[config.mk]
export PLATFORM = sky130hd
export DESIGN_NAME = prog_loader_flat
export DESIGN_NICKNAME = d
export VERILOG_FILES = /design/src/rtl/prog_loader_if.sv /design/src/rtl/prog_loader.sv /design/src/flat_wrapper.sv
export SDC_FILE = /design/constraint.sdc
export NUM_CORES = 1
export LEC_CHECK = 0
export ABC_AREA = 1
export ABC_CLOCK_PERIOD_IN_PS = 4600
export CORE_ASPECT_RATIO = 1.75
export CORE_UTILIZATION = 50
export CTS_CLUSTER_SIZE = 10
export DETAILED_ROUTE_END_ITERATION = 8
export HOLD_SLACK_MARGIN = 0.03
export PLACE_DENSITY = 0.77
export SKIP_LAST_GASP = 1
export SYNTH_ARGS = -nofsm -noshare
export SYNTH_HDL_FRONTEND = slang
export SYNTH_SLANG_ARGS = --single-unit
[constraint.sdc]
create_clock -name clk -period 4.6 [get_ports clk]
set_clock_uncertainty 0.1 [all_clocks]
set_input_delay 0.69 -clock clk [delete_from_list [all_inputs] [get_ports clk]]
set_output_delay 0.69 -clock clk [all_outputs]
set_load 0.02 [all_outputs]
[src/rtl/prog_loader_if.sv]
// Boot loader bus bundle: byte stream in, instruction-memory write/read port,
// plus the start/status handshake. master = the loader, slave = its environment.
interface prog_loader_if #(
    parameter int CNT_W = 9
);
    logic             start;
    logic [CNT_W-1:0] num_words;
    logic [7:0]       in_byte;
    logic             in_valid;
    logic             in_ready;
    logic [31:0]      writeAddr;
    logic [31:0]      writeData;
    logic             wr;
    logic [31:0]      readAddr;
    logic [31:0]      readData;
    logic             busy;
    logic             done;
    logic             err;
    logic             cpu_hold;

    modport master (
        input  start, num_words, in_byte, in_valid, readData,
        output in_ready, writeAddr, writeData, wr, readAddr,
               busy, done, err, cpu_hold
    );

    modport slave (
        output start, num_words, in_byte, in_valid, readData,
        input  in_ready, writeAddr, writeData, wr, readAddr,
               busy, done, err, cpu_hold
    );
endinterface

[src/rtl/prog_loader.sv]
// Boot-time program loader: packs a little-endian byte stream into 32-bit
// words, writes them to consecutive instruction-memory addresses, reads the
// image back and compares XOR checksums. The CPU stays held in reset until a
// clean, verified image is in place.
module prog_loader #(
    parameter int MAX_WORDS = 256,
    parameter int CNT_W     = 9
) (
    input  logic            clk,
    input  logic            reset_n,
    prog_loader_if.master   bus
);

    typedef enum logic [2:0] {
        ST_IDLE     = 3'd0,
        ST_ASSEMBLE = 3'd1,
        ST_WRITE    = 3'd2,
        ST_VERIFY   = 3'd3,
        ST_DONE     = 3'd4
    } state_t;

    state_t           state_r;
    logic [CNT_W-1:0] count_r;
    logic [CNT_W-1:0] idx_r;
    logic [1:0]       lane_r;
    logic [23:0]      word_r;   // first three bytes of the word in progress
    logic [31:0]      wsum_r;
    logic [31:0]      rsum_r;

    logic [CNT_W-1:0] idx_inc_s;
    logic             last_s;
    logic [31:0]      addr_s;
    logic [31:0]      addr_inc_s;
    logic [31:0]      packed_s;
    logic [31:0]      rsum_next_s;
    logic             accept_s;

    // Derived values shared by the sequencing logic.
    always_comb begin
        idx_inc_s   = idx_r + {{(CNT_W-1){1'b0}}, 1'b1};
        last_s      = (idx_inc_s == count_r);
        addr_s      = {{(32-CNT_W){1'b0}}, idx_r};
        addr_inc_s  = {{(32-CNT_W){1'b0}}, idx_inc_s};
        packed_s    = {bus.in_byte, word_r};
        rsum_next_s = rsum_r ^ bus.readData;
        accept_s    = bus.in_valid & bus.in_ready;
    end

    // Loader state machine; every output is a register updated on the
    // transition into the state that owns it.
    always_ff @(posedge clk or negedge reset_n) begin
        if (!reset_n) begin
            state_r       <= ST_IDLE;
            count_r       <= {CNT_W{1'b0}};
            idx_r         <= {CNT_W{1'b0}};
            lane_r        <= 2'd0;
            word_r        <= 24'd0;
            wsum_r        <= 32'd0;
            rsum_r        <= 32'd0;
            bus.in_ready  <= 1'b0;
            bus.wr        <= 1'b0;
            bus.writeAddr <= 32'd0;
            bus.writeData <= 32'd0;
            bus.readAddr  <= 32'd0;
            bus.busy      <= 1'b0;
            bus.done      <= 1'b0;
            bus.err       <= 1'b0;
            bus.cpu_hold  <= 1'b1;
        end else begin
            case (state_r)
                ST_IDLE, ST_DONE: begin
                    if (bus.start) begin
                        count_r <= bus.num_words;
                        idx_r   <= {CNT_W{1'b0}};
                        lane_r  <= 2'd0;
                        word_r  <= 24'd0;
                        wsum_r  <= 32'd0;
                        rsum_r  <= 32'd0;
                        if (bus.num_words == {CNT_W{1'b0}}) begin
                            // Empty image is trivially valid: release the CPU.
                            state_r      <= ST_DONE;
                            bus.done     <= 1'b1;
                            bus.err      <= 1'b0;
                            bus.cpu_hold <= 1'b0;
                        end else if (bus.num_words > CNT_W'(MAX_WORDS)) begin
                            // Image cannot fit: report error, keep CPU held.
                            state_r      <= ST_DONE;
                            bus.done     <= 1'b1;
                            bus.err      <= 1'b1;
                            bus.cpu_hold <= 1'b1;
                        end else begin
                            state_r      <= ST_ASSEMBLE;
                            bus.done     <= 1'b0;
                            bus.err      <= 1'b0;
                            bus.cpu_hold <= 1'b1;
                            bus.busy     <= 1'b1;
                            bus.in_ready <= 1'b1;
                        end
                    end
                end
                ST_ASSEMBLE: begin
                    if (accept_s) begin
                        lane_r <= lane_r + 2'd1;
                        case (lane_r)
                            2'd0: word_r[7:0]   <= bus.in_byte;
                            2'd1: word_r[15:8]  <= bus.in_byte;
                            2'd2: word_r[23:16] <= bus.in_byte;
                            2'd3: begin
                                state_r       <= ST_WRITE;
                                bus.in_ready  <= 1'b0;
                                bus.wr        <= 1'b1;
                                bus.writeAddr <= addr_s;
                                bus.writeData <= packed_s;
                            end
                            default: lane_r <= 2'd0;
                        endcase
                    end
                end
                ST_WRITE: begin
                    bus.wr <= 1'b0;
                    wsum_r <= wsum_r ^ bus.writeData;
                    if (last_s) begin
                        state_r      <= ST_VERIFY;
                        idx_r        <= {CNT_W{1'b0}};
                        bus.readAddr <= 32'd0;
                    end else begin
                        state_r      <= ST_ASSEMBLE;
                        idx_r        <= idx_inc_s;
                        bus.in_ready <= 1'b1;
                    end
                end
                ST_VERIFY: begin
                    rsum_r <= rsum_next_s;
                    if (last_s) begin
                        state_r      <= ST_DONE;
                        bus.busy     <= 1'b0;
                        bus.done     <= 1'b1;
                        bus.err      <= (rsum_next_s != wsum_r);
                        bus.cpu_hold <= (rsum_next_s != wsum_r);
                    end else begin
                        idx_r        <= idx_inc_s;
                        bus.readAddr <= addr_inc_s;
                    end
                end
                default: begin
                    state_r      <= ST_IDLE;
                    bus.in_ready <= 1'b0;
                    bus.wr       <= 1'b0;
                    bus.busy     <= 1'b0;
                end
            endcase
        end
    end

endmodule

[src/flat_wrapper.sv]
// flat-port wrapper written by rule: the top's interface ports become plain ports
module prog_loader_flat 
#(
    parameter int MAX_WORDS = 256,
    parameter int CNT_W     = 9
)
  (clk, reset_n, bus_start, bus_num_words, bus_in_byte, bus_in_valid, bus_readData, bus_in_ready, bus_writeAddr, bus_writeData, bus_wr, bus_readAddr, bus_busy, bus_done, bus_err, bus_cpu_hold);
  prog_loader_if #(.CNT_W(CNT_W)) bus_i ();
  input  logic clk;
  input  logic reset_n;
  input wire logic [$bits(bus_i.start)-1:0] bus_start;
  input wire logic [$bits(bus_i.num_words)-1:0] bus_num_words;
  input wire logic [$bits(bus_i.in_byte)-1:0] bus_in_byte;
  input wire logic [$bits(bus_i.in_valid)-1:0] bus_in_valid;
  input wire logic [$bits(bus_i.readData)-1:0] bus_readData;
  output wire logic [$bits(bus_i.in_ready)-1:0] bus_in_ready;
  output wire logic [$bits(bus_i.writeAddr)-1:0] bus_writeAddr;
  output wire logic [$bits(bus_i.writeData)-1:0] bus_writeData;
  output wire logic [$bits(bus_i.wr)-1:0] bus_wr;
  output wire logic [$bits(bus_i.readAddr)-1:0] bus_readAddr;
  output wire logic [$bits(bus_i.busy)-1:0] bus_busy;
  output wire logic [$bits(bus_i.done)-1:0] bus_done;
  output wire logic [$bits(bus_i.err)-1:0] bus_err;
  output wire logic [$bits(bus_i.cpu_hold)-1:0] bus_cpu_hold;
  assign bus_i.start = bus_start;
  assign bus_i.num_words = bus_num_words;
  assign bus_i.in_byte = bus_in_byte;
  assign bus_i.in_valid = bus_in_valid;
  assign bus_i.readData = bus_readData;
  assign bus_in_ready = bus_i.in_ready;
  assign bus_writeAddr = bus_i.writeAddr;
  assign bus_writeData = bus_i.writeData;
  assign bus_wr = bus_i.wr;
  assign bus_readAddr = bus_i.readAddr;
  assign bus_busy = bus_i.busy;
  assign bus_done = bus_i.done;
  assign bus_err = bus_i.err;
  assign bus_cpu_hold = bus_i.cpu_hold;
  prog_loader #(.MAX_WORDS(MAX_WORDS), .CNT_W(CNT_W)) u_core (.clk(clk), .reset_n(reset_n), .bus(bus_i));
endmodule
==> metrics, run 1 <==
pin slew with the least headroom to its limit=a little over 1 ns; # port buffers=~110; Core Box Area=around 0.017 mm²; final-report setup violation count=0; Max Clk Rate=0.383 GHz; syn avg cell area=between 7 and 8 µm²; Layout Nets=~1.3k; Die ar.=0.0177 mm²; VDD IR max=0.000353 V; Worst setup EP type=flip-flop; setup tns final=0 ns; CTS max path bufs=2; ANT cells=0; DR vias/cell=5.03; clk sink count=167; fin. max-slew vios=0; # placed instances=between 1k and 1.5k; critical path class=flip-flop to flip-flop; area of the mapped netlist=0.00859 mm²; Fin. Hold Viols=0; DRT antenna net count=0; Post-CTS Hold Buffers=0; quantity of gates resized following cts=0; commonest non-fill, non-tap cell in the layout=nand2_1; Final min period=2.61 ns; initial antenna violation count=0; total CTS buffers=17; GR Overflow Total=0; sequential share of the synthesized area=0.487; max capacitance violation total=0; htree depth=4; ys async rst share=1.00; Starting DRT DRC Count=345; startpoint types=flip-flop; CTS tree=yes; IO Pins=155; setup ws final=1.99 ns; Reg2Reg Depth=9; overall power=between 6000 and 7000 µW; first-pass GRT wire length=34500 µm; Required @ worst endpoint=4.75 ns; R2R Setup Slk=1.99 ns; Clk pwr share=0.231; number of synthesized flops with an enable pin=0; DR vias=7213; vias in the first global route=7118; Routability Congestion=0.871; # DRC=0; post-CTS setup buffers=0; normalized max-slew margin=0.324; RSZ-0062 raised after global routing=false; dpl hpwl=~15000 µm; wire length per cell=14.7 µm; Die X=101 µm; Sw Ratio=0.402; wire length after detailed routing=21100 µm; largest net degree at the start of global routing=around 110; yosys warns=0; total track usage=0.254; clock latency on the worst-skew pair=~0.43 ns; Hold Crit Class=input pin to asynchronous set/reset pin; most frequent cells in the layout=366 x nand2_1, 166 x dfrtp_1, 150 x inv_1; switching power=2580 µW; internal power=between 3000 and 4000 µW; PD cells=just over 600 mW/mm²; Synth Flop Type=dfrtp_1; drt first pass iters=5; Seq pwr share=0.370; status=complete, no violations; Final period util=0.567; Place WS=1.74 ns; non-filler cells, final=1435; Final Core Density=0.614; Cell variety after synth=36; #FFs+latches synth=167; clk slew on worst S/H paths=0.07 ns; share of cells above drive strength 1=0.0621; root buffer cell=clkbuf_16; Comb pwr share=0.399; Row Count=63; area delta synth->final=20.5%; critical-path maximum fanout=73; Cells after Synth=1086; Initial Util=0.509; die height=about 180 µm; Pleak=a little over 0.005 µW; CP arrival=2.76 ns
-- layout make-up --
class | instances | area [µm²]
inverters | 155 | 582
multi-input cells | 739 | 3550
flip-flops and latches | 167 | 4180
fillers | 1503 | 6520
well taps | 227 | 284
repair buffers | 115 | 1150
clock buffers | 21 | 460
clock inverters | 11 | 148
-- registers in the layout, indices dropped and copies added (netlist names) --
register and count:
u_core.bus.done 1, u_core.rsum_r 32, u_core.bus.cpu_hold 1, u_core.wsum_r 32, u_core.lane_r 2, u_core.state_r 3, u_core.bus.writeData 32, u_core.bus.in_ready 1
u_core.bus.writeAddr 9, u_core.word_r 24, u_core.count_r 9, u_core.bus.err 1, u_core.idx_r 9, u_core.bus.busy 1, u_core.bus.readAddr 9, u_core.bus.wr 1
-- metrics by stage --
step / area (µm²) / hold slack (ns)
after floorplan: 8760 / 0.294
after global placement: 9740 / 0.360
after detailed placement: 9740 / 0.362
after CTS: 10300 / 0.356
after global routing: 10300 / 0.380
final: 10300 / 0.299
-- path summary, 6_finish.rpt --
path,startpoint,to
setup / recovery,u_core.state_r[2],u_core.bus.writeData[19]
hold / removal,reset_n,u_core.rsum_r[4]
setup reg to reg,u_core.state_r[2],u_core.bus.writeData[19]
hold reg to reg,u_core.bus.cpu_hold,u_core.bus.cpu_hold
max in group asynchronous,reset_n,u_core.wsum_r[22]
min in group clk,u_core.bus.cpu_hold,u_core.bus.cpu_hold
-- critical path, cell delays in order, from the launching register on --
cell,delay [ns]
dfrtp_1,0.43
nor3_2,0.33
inv_1,0.28
nor2_2,0.21
inv_1,0.08
nor2_1,0.10
buf_4,0.19
inv_2,0.39
nand2_1,0.20
o21ai_0,0.11
-- per-layer routing --
metal	up-vias	routed length [µm]	GRT usage
li1	3561	-	-
met1	3382	8130	0.288
met2	224	11300	0.456
met3	46	773	0.0362
met4	0	882	0.130
met5	-	0	0
-- power groups by stage --
stage / sequential, µW / clock [µW] / combinational, µW
final: 2370 / 1480 / 2560
after global routing: 2430 / 1560 / 2860
after global placement: 2360 / 0 / 2480
after detailed placement: 2380 / 0 / 2540
after floorplan: 2420 / 0 / 1700
after CTS: 2360 / 1490 / 2570
-- cells in the mapped netlist, types with 2 or more instances --
cell type    n  area share
nand2_1    366        0.16
dfrtp_1    166        0.48
inv_1      150       0.066
nand3_1     70       0.041
o22ai_1     68       0.050
o21ai_0     49       0.029
buf_4       47       0.041
nor2_1      41       0.018
xnor2_1     33       0.034
clkbuf_1    15      0.0066
nand2_2      9      0.0066
a21oi_1      8      0.0047
buf_2        8      0.0047
o31ai_1      8      0.0070
ha_1         7       0.010
or2_2        6      0.0044
nand3_2      5      0.0058
inv_2        4      0.0017
nor4_1       3      0.0022
nand2_4      2      0.0026
nand4_1      2      0.0015
nor2_2       2      0.0015
nor2_4       2      0.0026
o21ai_1      2      0.0012
xor2_1       2      0.0020
-- cell families (layout without fill, tap and decap cells) --
kind of cell	after synthesis	after routing	synth area share
AND/OR/NAND/NOR	511	511	0.250
buffers and inverters	225	302	0.120
flip-flops	167	167	0.487
AO/OA/AOI/OAI	138	138	0.0938
XOR/XNOR	36	36	0.0376
adder cells (fa/ha/maj)	7	7	0.0102
other	1	46	0.000437
multiplexers	1	1	0.00131
Power figures use the tool's default switching activity.
==> run 2, diff against run 1 <==
--- a/config.mk
+++ b/config.mk
@@ -6,9 +6,9 @@
 export NUM_CORES = 1
 export LEC_CHECK = 0
 export ABC_AREA = 1
-export ABC_CLOCK_PERIOD_IN_PS = 4600
+export ABC_CLOCK_PERIOD_IN_PS = 2300
 export CORE_ASPECT_RATIO = 1.75
-export CORE_UTILIZATION = 50
+export CORE_UTILIZATION = 48
 export CTS_CLUSTER_SIZE = 10
 export DETAILED_ROUTE_END_ITERATION = 8
 export HOLD_SLACK_MARGIN = 0.03
==> constraint.sdc (replaced) <==
create_clock -name clk -period 2.3 [get_ports clk]
set_clock_uncertainty 0.1 [all_clocks]
set_input_delay 0.345 -clock clk [delete_from_list [all_inputs] [get_ports clk]]
set_output_delay 0.345 -clock clk [all_outputs]
set_load 0.02 [all_outputs]
==> metrics, run 2 (synthesis results as in run 1) <==
clk slew on worst S/H paths=0.07 ns (about the same); final-report setup violation count=0 (unchanged); clk sink count=167 (unchanged); Row Count=64 (+1.6%); Comb pwr share=0.414 (+0.015); critical path class=flip-flop to flip-flop; CTS max path bufs=2 (unchanged); Final min period=2.17 ns (-0.438 ns); pin slew with the least headroom to its limit=0.615 ns (-0.399 ns); wire length per cell=15.1 µm (+2.3%); share of cells above drive strength 1=0.0774 (+0.0153); PD cells=1250 mW/mm² (+100%); Fin. Hold Viols=0 (unchanged); fin. max-slew vios=0 (unchanged); Die X=103 µm (+2.0%); # DRC=0 (unchanged); ANT cells=0 (unchanged); # port buffers=108 (unchanged); Routability Congestion=0.880 (+1.0%); commonest non-fill, non-tap cell in the layout=nand2_1; DR vias=7392 (+2.5%); Post-DP Area=0.00992 mm² (+1.9%); largest net degree at the start of global routing=55 (-50%); Seq pwr share=0.355 (-0.015); met2 global-route usage=0.463 (+0.00672); Starting DRT DRC Count=425 (+23%); most frequent cells in the layout=366 x nand2_1, 166 x dfrtp_1, 150 x inv_1; VDD IR max=0.000699 V (+98%); CTS tree=yes; met1 usage=0.265 (-0.0230); first-pass GRT wire length=34600 µm (+0.40%); setup ws final=0.129 ns (-1.86 ns); initial antenna violation count=0 (unchanged); Pleak=0.00526 µW (+2.2%); switching power=5340 µW (+110%); Core Box Area=0.0175 mm² (+4.0%); Layout Nets=1274 (+1.5%); Final period util=0.944 (+0.377); max capacitance violation total=0 (unchanged); startpoint types=flip-flop; vias in the first global route=7159 (+0.58%); status=complete, no violations; dpl hpwl=15800 µm (+4.4%); normalized max-slew margin=0.590 (+0.266); drt first pass iters=8 (+3); Initial Util=0.490 (-0.0194); Clk pwr share=0.231 (about the same); total CTS buffers=17 (unchanged); root buffer cell=clkbuf_16; GR Overflow Total=0 (unchanged); DR vias/cell=5.07 (+0.86%); Design Area, Final=0.0106 mm² (+2.4%); internal power=7900 µW (+110%); Sw Ratio=0.403 (+0.00101); clock latency on the worst-skew pair=0.43 ns (about the same); Place WS=-0.0143 ns (-1.76 ns); htree depth=4 (unchanged); RSZ-0062 raised after global routing=false; wire length after detailed routing=22000 µm (+4.0%); DRT antenna net count=0 (unchanged); gr busiest metal=met2; CP arrival=2.39 ns (-0.37 ns); Worst setup EP type=flip-flop; IO Pins=155 (unchanged); top flop regs=u_core.bus.writeData (32), u_core.rsum_r (32), u_core.wsum_r (32); die height=179 µm (+2.0%); met3 Use GR=0.0370 (+0.000825); Die ar.=0.0185 mm² (+4.1%); Required @ worst endpoint=2.52 ns (-2.23 ns); total track usage=0.252 (-0.00237); Max Clk Rate=0.461 GHz (+20%); Hold Crit Class=input pin to asynchronous set/reset pin; critical-path maximum fanout=4 (-95%); area delta synth->final=23.4%
[run 2: per-layer routing]
metal	vias up	share of wire
met3	63	0.042
met5	-	0
met2	237	0.54
li1	3607	-
met4	0	0.054
met1	3485	0.36
[run 2: final cells by class]
type / instances / area (µm²)
Clock inverter: 13 / 194
Sequential cell: 167 / 4180
Inverter: 155 / 582
Multi-Input combinational cell: 740 / 3590
Tap cell: 231 / 289
Timing Repair Buffer: 133 / 1340
Clock buffer: 19 / 433
Fill cell: 1516 / 6940
[run 2: critical path, cell delays in order, from the launching register on]
cell	delay, ns
dfrtp_1	0.41
ha_4	0.18
nand2_1	0.12
inv_1	0.11
o21ai_1	0.17
nand3_1	0.10
nor2_1	0.15
nand2_2	0.08
nor2_4	0.15
nand3_2	0.12
nand2_4	0.13
nand2_2	0.11
nand2_1	0.08
nand2_1	0.05
[run 2: power groups by stage]
stage               Combinational [µW]  Clock (µW)  Sequential (µW)
finish                            5480        3070             4700
floorplan                         3390           0             4850
global route                      6120        3220             4820
CTS                               5440        3110             4690
detailed placement                5380           0             4730
global placement                  5270           0             4690
[run 2: metrics by stage]
stage	std cells	utilization	hold slack [ns]	total power (µW)	TNS, ns
after floorplan	1131	-	-0.0506	8240	0
after global routing	1458	0.604	0.392	14200	0
final	1458	0.604	0.363	13200	0
after detailed placement	1424	0.566	0.247	10100	-0.0143
after CTS	1457	0.602	0.358	13200	0
after global placement	1424	0.566	0.242	9960	0
[run 2: path summary, 6_finish.rpt]
path | from | end | slack [ns] | cells past startpoint
min in group clk | u_core.word_r[1] | u_core.bus.writeData[1] | 0.36 | 2
setup / recovery | u_core.idx_r[0] | u_core.bus.readAddr[7] | 0.13 | 13
max in group asynchronous | reset_n | u_core.bus.cpu_hold | 1.05 | 3
hold reg to reg | u_core.word_r[1] | u_core.bus.writeData[1] | 0.36 | 2
setup reg to reg | u_core.idx_r[0] | u_core.bus.readAddr[7] | 0.13 | 13
hold / removal | reset_n | u_core.bus.readAddr[0] | 0.36 | 2
[run 2: timing repair]
| action | 4_1_cts | 5_1_grt |
|---|---|---|
| hold endpoints to repair | 51 | 0 |
| setup buffers | 0 | 0 |
| setup endpoints to repair | 0 | 18 |
| hold buffers | 1 | 0 |
| resized for setup | 0 | 6 |
==> run 3, diff against run 2 <==
--- a/config.mk
+++ b/config.mk
@@ -6,9 +6,10 @@
 export NUM_CORES = 1
 export LEC_CHECK = 0
 export ABC_AREA = 1
-export ABC_CLOCK_PERIOD_IN_PS = 2300
+export ABC_CLOCK_PERIOD_IN_PS = 2700
 export CORE_ASPECT_RATIO = 1.75
-export CORE_UTILIZATION = 48
+export CORE_UTILIZATION = 50
+export CTS_CLUSTER_DIAMETER = 120
 export CTS_CLUSTER_SIZE = 10
 export DETAILED_ROUTE_END_ITERATION = 8
 export HOLD_SLACK_MARGIN = 0.03
==> constraint.sdc (replaced) <==
create_clock -name clk -period 2.7 [get_ports clk]
set_clock_uncertainty 0.1 [all_clocks]
set_input_delay 0.405 -clock clk [delete_from_list [all_inputs] [get_ports clk]]
set_output_delay 0.405 -clock clk [all_outputs]
set_load 0.02 [all_outputs]
==> metrics, run 3 (synthesis results as in run 1) <==
post-CTS setup buffers=0 (unchanged); pin slew with the least headroom to its limit=0.638 ns (+0.0231 ns); first-pass GRT wire length=34600 µm (-0.22%); DR vias/cell=5.09 (+0.41%); Layout Nets=1262 (-0.94%); wire length per cell=14.8 µm (-1.8%); htree depth=4 (unchanged); PD cells=1050 mW/mm² (-16%); # placed instances=1409 (-1.1%); clk sink count=167 (unchanged); CTS tree=yes; Initial Util=0.509 (+0.0194); commonest non-fill, non-tap cell in the layout=nand2_1; CP Cell Sequence=ha_1 > nand2_1 > inv_1 > o21ai_0 > nand3_1 > nor2_1 > nand2_2 > nor2_4 > nand3_2 > nand2_2 > nand2_4 > nand2_1 > nand2_1; setup tns final=0 ns (unchanged); critical path class=flip-flop to flip-flop; Fin. Hold Viols=0 (unchanged); ANT cells=0 (unchanged); clock latency on the worst-skew pair=0.42 ns (about the same); vias in the first global route=7189 (+0.42%); critical path buffer and inverter count=1 (unchanged); CP most frequent cell=nand2_1; normalized max-slew margin=0.575 (-0.0154); GR Overflow Total=0 (unchanged); Filler cells=1493 (-1.5%); Largest delay share family, worst path=simple AND/OR/NAND/NOR gates; root buffer cell=clkbuf_16; # DRC=0 (unchanged); total track usage=0.254 (+0.00254); # port buffers=108 (unchanged); Final period util=0.853 (-0.0909); non-filler cells, final=1441 (-1.2%); area delta synth->final=21.3%; Starting DRT DRC Count=447 (+5.2%); final-report setup violation count=0 (unchanged); IO Pins=155 (unchanged); startpoint types=flip-flop; status=complete, no violations; largest net degree at the start of global routing=56 (+1.8%); Post-DP Area=0.00981 mm² (-1.1%); max capacitance violation total=0 (unchanged); RSZ-0062 raised after global routing=false; Design Area, Final=0.0104 mm² (-1.7%); initial antenna violation count=0 (unchanged); wire length after detailed routing=21300 µm (-2.9%); CTS max path bufs=2 (unchanged); quantity of gates resized following cts=0 (unchanged); Die ar.=0.0177 mm² (-3.9%); critical-path maximum fanout=9 (+5); Post-CTS Hold Buffers=1 (unchanged); Row Count=63 (-1.6%); Die X=101 µm (-2.0%); Routability Congestion=0.859 (-2.4%); top flop regs=u_core.bus.writeData (32), u_core.rsum_r (32), u_core.wsum_r (32); Max Clk Rate=0.434 GHz (-5.7%); Worst setup EP type=flip-flop; CP arrival=2.52 ns (+0.13 ns); Core Box Area=0.0169 mm² (-3.8%); clk slew on worst S/H paths=0.07 ns (about the same); Required @ worst endpoint=2.91 ns (+0.39 ns); Final min period=2.30 ns (+0.132 ns); slowest CP cell=dfrtp_1; Pleak=0.00519 µW (-1.4%); dpl hpwl=15500 µm (-1.6%); DR vias=7336 (-0.76%); die height=175 µm (-2.0%); DRT antenna net count=0 (unchanged); fin. max-slew vios=0 (unchanged); Crit path largest cell delay=0.45 ns (+0.04 ns); VDD IR max=0.000709 V (+1.5%); Hold Crit Class=flip-flop to flip-flop; share of cells above drive strength 1=0.0675 (-0.00988); drt first pass iters=6 (-2); Final Core Density=0.618 (+0.0134); total CTS buffers=17 (unchanged); most frequent cells in the layout=366 x nand2_1, 166 x dfrtp_1, 150 x inv_1
-- run 3: cell types whose count changed in the layout (fill, tap and decap cells not counted), moves of 2 or more --
cell	previous run	this run
buf_12	5	3
buf_4	19	10
clkbuf_1	2	0
clkinvlp_4	0	2
-- run 3: routing by layer --
| metal | GRT usage | part of all wire | routed length (µm) |
|---|---|---|---|
| met3 | 0.0366 | 0.042 | 903 |
| met1 | 0.286 | 0.38 | 8010 |
| met2 | 0.459 | 0.54 | 11600 |
| met4 | 0.129 | 0.039 | 841 |
| met5 | 0 | 0 | 0 |
-- run 3: power by group --
part | leakage, µW | switching (µW) | internal, µW | total (µW)
clock | 0.000291 | 1030 | 1460 | 2490
combinational | 0.00266 | 2760 | 1700 | 4460
sequential | 0.00223 | 671 | 3350 | 4020
-- run 3: final cells by class --
type	instances	area [µm²]	share of cell area
clock inverters	14	175	0.0168
flip-flops and latches	167	4180	0.401
well taps	227	284	0.0273
multi-input cells	739	3550	0.340
clock buffers	17	425	0.0408
repair buffers	122	1230	0.118
inverters	155	582	0.0558
-- run 3: worst paths after layout --
path | start | endpoint | slack (ns) | cells after the start
max | u_core.idx_r[0] | u_core.bus.readAddr[4] | 0.40 | 13
min | u_core.word_r[0] | u_core.bus.writeData[0] | 0.37 | 2
max reg2reg | u_core.idx_r[0] | u_core.bus.readAddr[4] | 0.40 | 13
min reg2reg | u_core.word_r[0] | u_core.bus.writeData[0] | 0.37 | 2
max in group asynchronous | reset_n | u_core.idx_r[0] | 1.34 | 3
min in group asynchronous | reset_n | u_core.rsum_r[5] | 0.41 | 2
-- run 3: stage by stage --
step,power [µW],hold slack [ns],worst slack [ns]
2_1_floorplan,7020,0.00941,0.749
3_3_place_gp,8330,0.300,0.327
3_5_place_dp,8470,0.297,0.298
4_1_cts,11000,0.367,0.400
5_1_grt,11700,0.397,0.110
6_report,11000,0.370,0.397
-- run 3: tightest hold or removal path, delay by kind of cell (launching register included) --
kind / cells / cell delay (ns)
simple gates: 2 / 0.10
flops: 1 / 0.34
